**src/rtl/apb_if.sv**
```systemverilog
// apb_if: APB bus bundle between the master and a completer
interface apb_if #(
  parameter int ADDR_WIDTH = 8,
  parameter int DATA_WIDTH = 32
);
  logic                    sel;
  logic                    enable;
  logic                    write;
  logic [DATA_WIDTH/8-1:0] strobe;
  logic [ADDR_WIDTH-1:0]   addr;
  logic [DATA_WIDTH-1:0]   wdata;
  logic                    ready;
  logic [DATA_WIDTH-1:0]   rdata;
  logic                    slverr;
  modport master(output sel, enable, write, strobe, addr, wdata, input ready, rdata, slverr);
  modport slave(input sel, enable, write, strobe, addr, wdata, output ready, rdata, slverr);
endinterface

```
**src/rtl/apb_slave.sv**
```systemverilog
// apb_slave: APB completer with byte-strobed register file, wait states and slverr on out-of-range index
module apb_slave #(
  parameter int ADDR_WIDTH  = 8,
  parameter int DATA_WIDTH  = 32,
  parameter int MEM_DEPTH   = 32,
  parameter int WAIT_STATES = 1
) (
  input  logic clk,
  input  logic rst_n,
  apb_if.slave bus
);
  localparam int IW = ADDR_WIDTH - 2;
  localparam int NB = DATA_WIDTH / 8;
  localparam int MW = $clog2(MEM_DEPTH);
  typedef enum logic {IDLE, ACCESS} state_t;
  state_t                state, state_n;
  logic [3:0]            cnt, cnt_n;
  logic [IW-1:0]         idx;
  logic                  wr;
  logic [NB-1:0]         strb;
  logic [DATA_WIDTH-1:0] wd;
  logic [DATA_WIDTH-1:0] mem [MEM_DEPTH];
  logic                  setup, legal, done;
  always_comb begin
    setup      = state == IDLE && bus.sel && !bus.enable;
    legal      = 32'(idx) < 32'(MEM_DEPTH);
    bus.ready  = state == ACCESS && cnt == 4'd0;
    done       = bus.ready && bus.sel && bus.enable;
    bus.slverr = bus.ready && !legal;
    bus.rdata  = bus.ready && !wr && legal ? mem[idx[MW-1:0]] : '0;
    state_n    = state;
    cnt_n      = cnt;
    if (setup) begin
      state_n = ACCESS;
      cnt_n   = 4'(WAIT_STATES);
    end else if (state == ACCESS) begin
      if (!bus.sel) state_n = IDLE;
      else if (bus.enable) begin
        cnt_n   = cnt != 4'd0 ? cnt - 4'd1 : cnt;
        state_n = cnt != 4'd0 ? ACCESS : IDLE;
      end
    end
  end
  always_ff @(posedge clk or negedge rst_n)
    if (!rst_n) begin
      state <= IDLE;
      cnt   <= '0;
    end else begin
      state <= state_n;
      cnt   <= cnt_n;
    end
  // transfer fields are frozen at setup so access-phase bus noise is ignored
  always_ff @(posedge clk or negedge rst_n)
    if (!rst_n) begin
      idx  <= '0;
      wr   <= 1'b0;
      strb <= '0;
      wd   <= '0;
    end else if (setup) begin
      idx  <= bus.addr[ADDR_WIDTH-1:2];
      wr   <= bus.write;
      strb <= bus.strobe;
      wd   <= bus.wdata;
    end
  always_ff @(posedge clk or negedge rst_n)
    if (!rst_n) begin
      for (int i = 0; i < MEM_DEPTH; i++) mem[i] <= '0;
    end else if (done && wr && legal) begin
      for (int b = 0; b < NB; b++)
        if (strb[b]) mem[idx[MW-1:0]][8*b +: 8] <= wd[8*b +: 8];
    end
endmodule

```
**src/flat_wrapper.sv**
```systemverilog
// flat-port wrapper written by rule: the top's interface ports become plain ports
module apb_slave_flat 
#(
  parameter int ADDR_WIDTH  = 8,
  parameter int DATA_WIDTH  = 32,
  parameter int MEM_DEPTH   = 32,
  parameter int WAIT_STATES = 1
)
  (clk, rst_n, bus_sel, bus_enable, bus_write, bus_strobe, bus_addr, bus_wdata, bus_ready, bus_rdata, bus_slverr);
  apb_if #(.ADDR_WIDTH(ADDR_WIDTH), .DATA_WIDTH(DATA_WIDTH)) bus_i ();
  input  logic clk;
  input  logic rst_n;
  input wire logic [$bits(bus_i.sel)-1:0] bus_sel;
  input wire logic [$bits(bus_i.enable)-1:0] bus_enable;
  input wire logic [$bits(bus_i.write)-1:0] bus_write;
  input wire logic [$bits(bus_i.strobe)-1:0] bus_strobe;
  input wire logic [$bits(bus_i.addr)-1:0] bus_addr;
  input wire logic [$bits(bus_i.wdata)-1:0] bus_wdata;
  output wire logic [$bits(bus_i.ready)-1:0] bus_ready;
  output wire logic [$bits(bus_i.rdata)-1:0] bus_rdata;
  output wire logic [$bits(bus_i.slverr)-1:0] bus_slverr;
  assign bus_i.sel = bus_sel;
  assign bus_i.enable = bus_enable;
  assign bus_i.write = bus_write;
  assign bus_i.strobe = bus_strobe;
  assign bus_i.addr = bus_addr;
  assign bus_i.wdata = bus_wdata;
  assign bus_ready = bus_i.ready;
  assign bus_rdata = bus_i.rdata;
  assign bus_slverr = bus_i.slverr;
  apb_slave #(.ADDR_WIDTH(ADDR_WIDTH), .DATA_WIDTH(DATA_WIDTH), .MEM_DEPTH(MEM_DEPTH), .WAIT_STATES(WAIT_STATES)) u_core (.clk(clk), .rst_n(rst_n), .bus(bus_i));
endmodule
```
**config.mk**
```make
export PLATFORM = sky130hd
export DESIGN_NAME = apb_slave_flat
export DESIGN_NICKNAME = d
export VERILOG_FILES = /design/src/rtl/apb_if.sv /design/src/rtl/apb_slave.sv /design/src/flat_wrapper.sv
export SDC_FILE = /design/constraint.sdc
export NUM_CORES = 1
export LEC_CHECK = 0
export CORE_MARGIN = 4
export CORE_UTILIZATION = 30
export DETAILED_ROUTE_END_ITERATION = 10
export MAX_ROUTING_LAYER = met4
export PLACE_DENSITY_LB_ADDON = 0.08
export SYNTH_ARGS = -nofsm -noshare
export SYNTH_HDL_FRONTEND = slang
export SYNTH_SLANG_ARGS = --single-unit
```
**constraint.sdc**
```tcl
create_clock -name clk -period 3.2 [get_ports clk]
set_input_delay 0.48 -clock clk [delete_from_list [all_inputs] [get_ports clk]]
set_output_delay 0.48 -clock clk [all_outputs]
set_load 0.05 [all_outputs]
```
==> flow_summary_export.csv, run 1 <==
group,metric,value,unit
clock_tree,h-tree-depth,4,
worst_setup_path,slowest_delay,0.49,ns
floorplan,core-area,174000,um^2
drt,drt_iter0_markers,1733,
synth,ys_dominant_reg_cell,"dfrtp_1",
timing,fin_worst_skew,0.0212,ns
synth,synthDistinctLibCells,43,
cells_and_area,fin_area,67200,um^2
grt,grt_overflow,0,
clock_tree,cts_root_buffer,"clkbuf_16",
worst_setup_path,cp-start-kind,"flip-flop",
synth,synthesis.nets,3563,
worst_setup_path,cp-end-kind,"primary output",
placed_design,place.gp.congestion,0.761,
clock_tree,clock_sinks,1072,
worst_setup_path,critPathRequiredTime,2.72,ns
timing,fin_crit,3.59,ns
timing,max_freq,279,MHz
clock_tree,cts_inserted_buffers,135,
placed_design,dp_cells,5912,
clock_tree,clkLatencyLatePin,0.76,ns
synth,avgSynthCellArea,15.0,um^2
timing,tightest_slew,0.912,ns
cells_and_area,final_cells,6274,
grt,antenna_found_initial,3,
clock_tree,clock_path_buffers,3,
outcome,outcome,"complete, but fails checks",
clock_tree,clk_pin_slew_worst_paths,0.06,ns
outcome,violations,"setup timing",
floorplan,start_util,0.302,
worst_setup_path,crit_slowest_cell,"dfrtp_4",
grt,grt_pass1_vias,33000,
synth,synth_edf_count,0,
synth,synth.largest_area_cell,"dfrtp_1",
floorplan,die-area,182000,um^2
worst_setup_path,arrival,3.11,ns
pwr,leakage,31.6,nW
cells_and_area,drive_gt1_frac,0.548,
timing,slew_headroom,0.392,
worst_setup_path,reg2reg_depth,8,
drt,wl_per_cell,27.1,um
worst_setup_path,path_class,"flip-flop to primary output",
drt,drc_errors,0,
drt,vias,30900,
drt,dr.pass1.iters,7,
drt,viasPerCell,4.93,
flow_run,maxCapViolations,0,
cells_and_area,final_nets,3901,
synth,synth-simple-area-share,0.0584,
placed_design,dpl_worst_slack,-0.0979,ns
synth,muxShareOfSynthArea,0.370,
hold_path,hp-class,"input pin to asynchronous set/reset pin",
synth,synth_most_common_cell,"dfrtp_1",
grt,grt_max_degree,135,
placed_design,dpl_cell_area,58100,um^2
pwr,power_density,538,nW/um^2
floorplan,die_x,427,um
timing,min_period_over_period,1.12,
floorplan,ios,83,
worst_setup_path,path_cells,"buf_12, buf_4, mux2i_1, o22ai_1, nor4_4, a31oi_2, buf_4",
synth,synthArstFlopShare,1.00,
grt,grt_use_total,0.191,
timing,timing.hold.ws,0.218,ns
synth,yosysSeqAreaShare,0.510,
placed_design,portBuffers,80,
synth,synth_warnings,0,
clock_tree,cts_tree,"built",
floorplan,die_h,427,um
synth,synth_top_family_by_area,"multiplexers",
cells_and_area,area_delta_synth_final,27.7,%
grt,grt_pass1_wl,248000,um
synth,synth_common_cells,"dfrtp_1, mux2_4, mux2i_1",
pwr,p_total,36.1,mW
timing,tns,-8.18,ns
cells_and_area,fillers,16200,
floorplan,rows,153,
timing,final_max_slew_viol_count,0,
timing,layout_setup_ws,-0.388,ns
cells_and_area,final_core_util,0.386,
drt,finalWirelength,170000,um
synth,netlist_area,52600,um^2
pwr,ir_drop,512,uV
synth,synth_top_area_frac,0.510,
timing,finalHoldViolCount,0,
synth,synth-xor-area-share,0,
synth,synth_top_cells_by_area,"dfrtp_1, mux2_4, mux2_2",
synth,synth_fa_ha_area_frac,0.000238,
synth,synthCells,3513,
synth,ys_seq_elements,1072,
worst_setup_path,cpMostUsedCell,"buf_4",
worst_setup_path,cp_max_fo,8,
drt,antenna_left,0,
synth,synth_compound_gate_area_share,0.0356,
timing,rsz0062_at_grt,"yes",
placed_design,dpl.hpwl,106000,um
timing,setup_viol,32,
-- layout by cell type, fill, tap and decap left out, drive strengths merged, types with 5 or more instances in the layout --
| master | count |
|---|---|
| a31oi | 32 |
| and2 | 11 |
| and3 | 5 |
| buf | 416 |
| clkbuf | 213 |
| clkdlybuf4s50 | 45 |
| clkinv | 17 |
| dfrtp | 1072 |
| inv | 13 |
| mux2 | 1067 |
| mux2i | 513 |
| nand2 | 7 |
| nand3 | 130 |
| nand4bb | 6 |
| nor2 | 68 |
| nor2b | 5 |
| nor4 | 33 |
| o22ai | 258 |
-- report_power, final --
part | internal [mW] | total [mW] | switching, mW | leakage [nW]
clock network | 9.02 | 15.2 | 6.16 | 2.15
registers | 13.8 | 14.2 | 0.417 | 14.9
logic | 2.76 | 6.74 | 3.98 | 14.6
-- cell type report --
| class | instances | area, um^2 | share of cell area |
|---|---|---|---|
| diodes | 1 | 2.50 | 0.0000373 |
| clock buffers | 204 | 4040 | 0.0602 |
| clock inverters | 30 | 299 | 0.00445 |
| inverters | 4 | 15.0 | 0.000224 |
| multi-input cells | 2164 | 27100 | 0.403 |
| flip-flops and latches | 1072 | 26800 | 0.400 |
| well taps | 2325 | 2910 | 0.0433 |
| repair buffers | 474 | 5960 | 0.0888 |
-- state kept, by name, summed over array words and instances (netlist names) --
signal,count
u_core.cnt,4
u_core.idx,6
u_core.mem,1024
u_core.state,1
u_core.strb,4
u_core.wd,32
u_core.wr,1
-- critical path: cells and delay by family, from the launching register on --
| kind | cells | cell delay (ns) |
|---|---|---|
| buffers and inverters | 3 | 0.56 |
| flip-flops | 1 | 0.49 |
| AND/OR/NAND/NOR | 1 | 0.45 |
| AO/OA/AOI/OAI | 2 | 0.44 |
| multiplexers | 1 | 0.38 |
-- metal layers --
metal,global-route usage,share of wire,routed length (um)
met1,0.269,0.49,83400
met3,0.0268,0.029,4980
met4,0.0394,0.016,2710
met2,0.294,0.46,78700
met5,-,0,0
-- path summary, 6_finish.rpt --
check,from,end,slack (ns)
max in group asynchronous,rst_n,u_core.mem[158],1.80
worst max-delay path,u_core.idx[0],bus_rdata[18],-0.39
worst max register to register,u_core.cnt[0],u_core.mem[59],0.38
min in group clk,bus_wdata[14],u_core.wd[14],0.33
worst min register to register,u_core.mem[47],u_core.mem[47],0.50
worst min-delay path,rst_n,u_core.mem[6],0.22
-- kinds of logic (layout without fill, tap and decap cells) --
family          after synthesis  in the layout
compound gates              299            299
fa+ha+maj                     1              1
buf+inv                     277            712
flops                      1072           1072
mux                        1580           1580
other cells                   0              1
simple gates                284            284
-- what timing repair did --
item / CTS / global route
hold endpoints to repair: 128 / 0
pin swaps: 52 / 55
hold buffers: 1 / 0
resized for setup: 352 / 243
setup buffers: 52 / 65
endpoints found under the setup margin: 34 / 32
gates cloned: 12 / 9
No activity file was read; power rests on OpenSTA's default activity.
==> run 2: changes to the inputs <==
--- a/config.mk
+++ b/config.mk
@@ -5,6 +5,7 @@
 export SDC_FILE = /design/constraint.sdc
 export NUM_CORES = 1
 export LEC_CHECK = 0
+export CAP_MARGIN = 5
 export CORE_MARGIN = 4
 export CORE_UTILIZATION = 30
 export DETAILED_ROUTE_END_ITERATION = 10
==> results of run 2 <==
No change in the layout: final DEF, timing and power equal those of run 1.
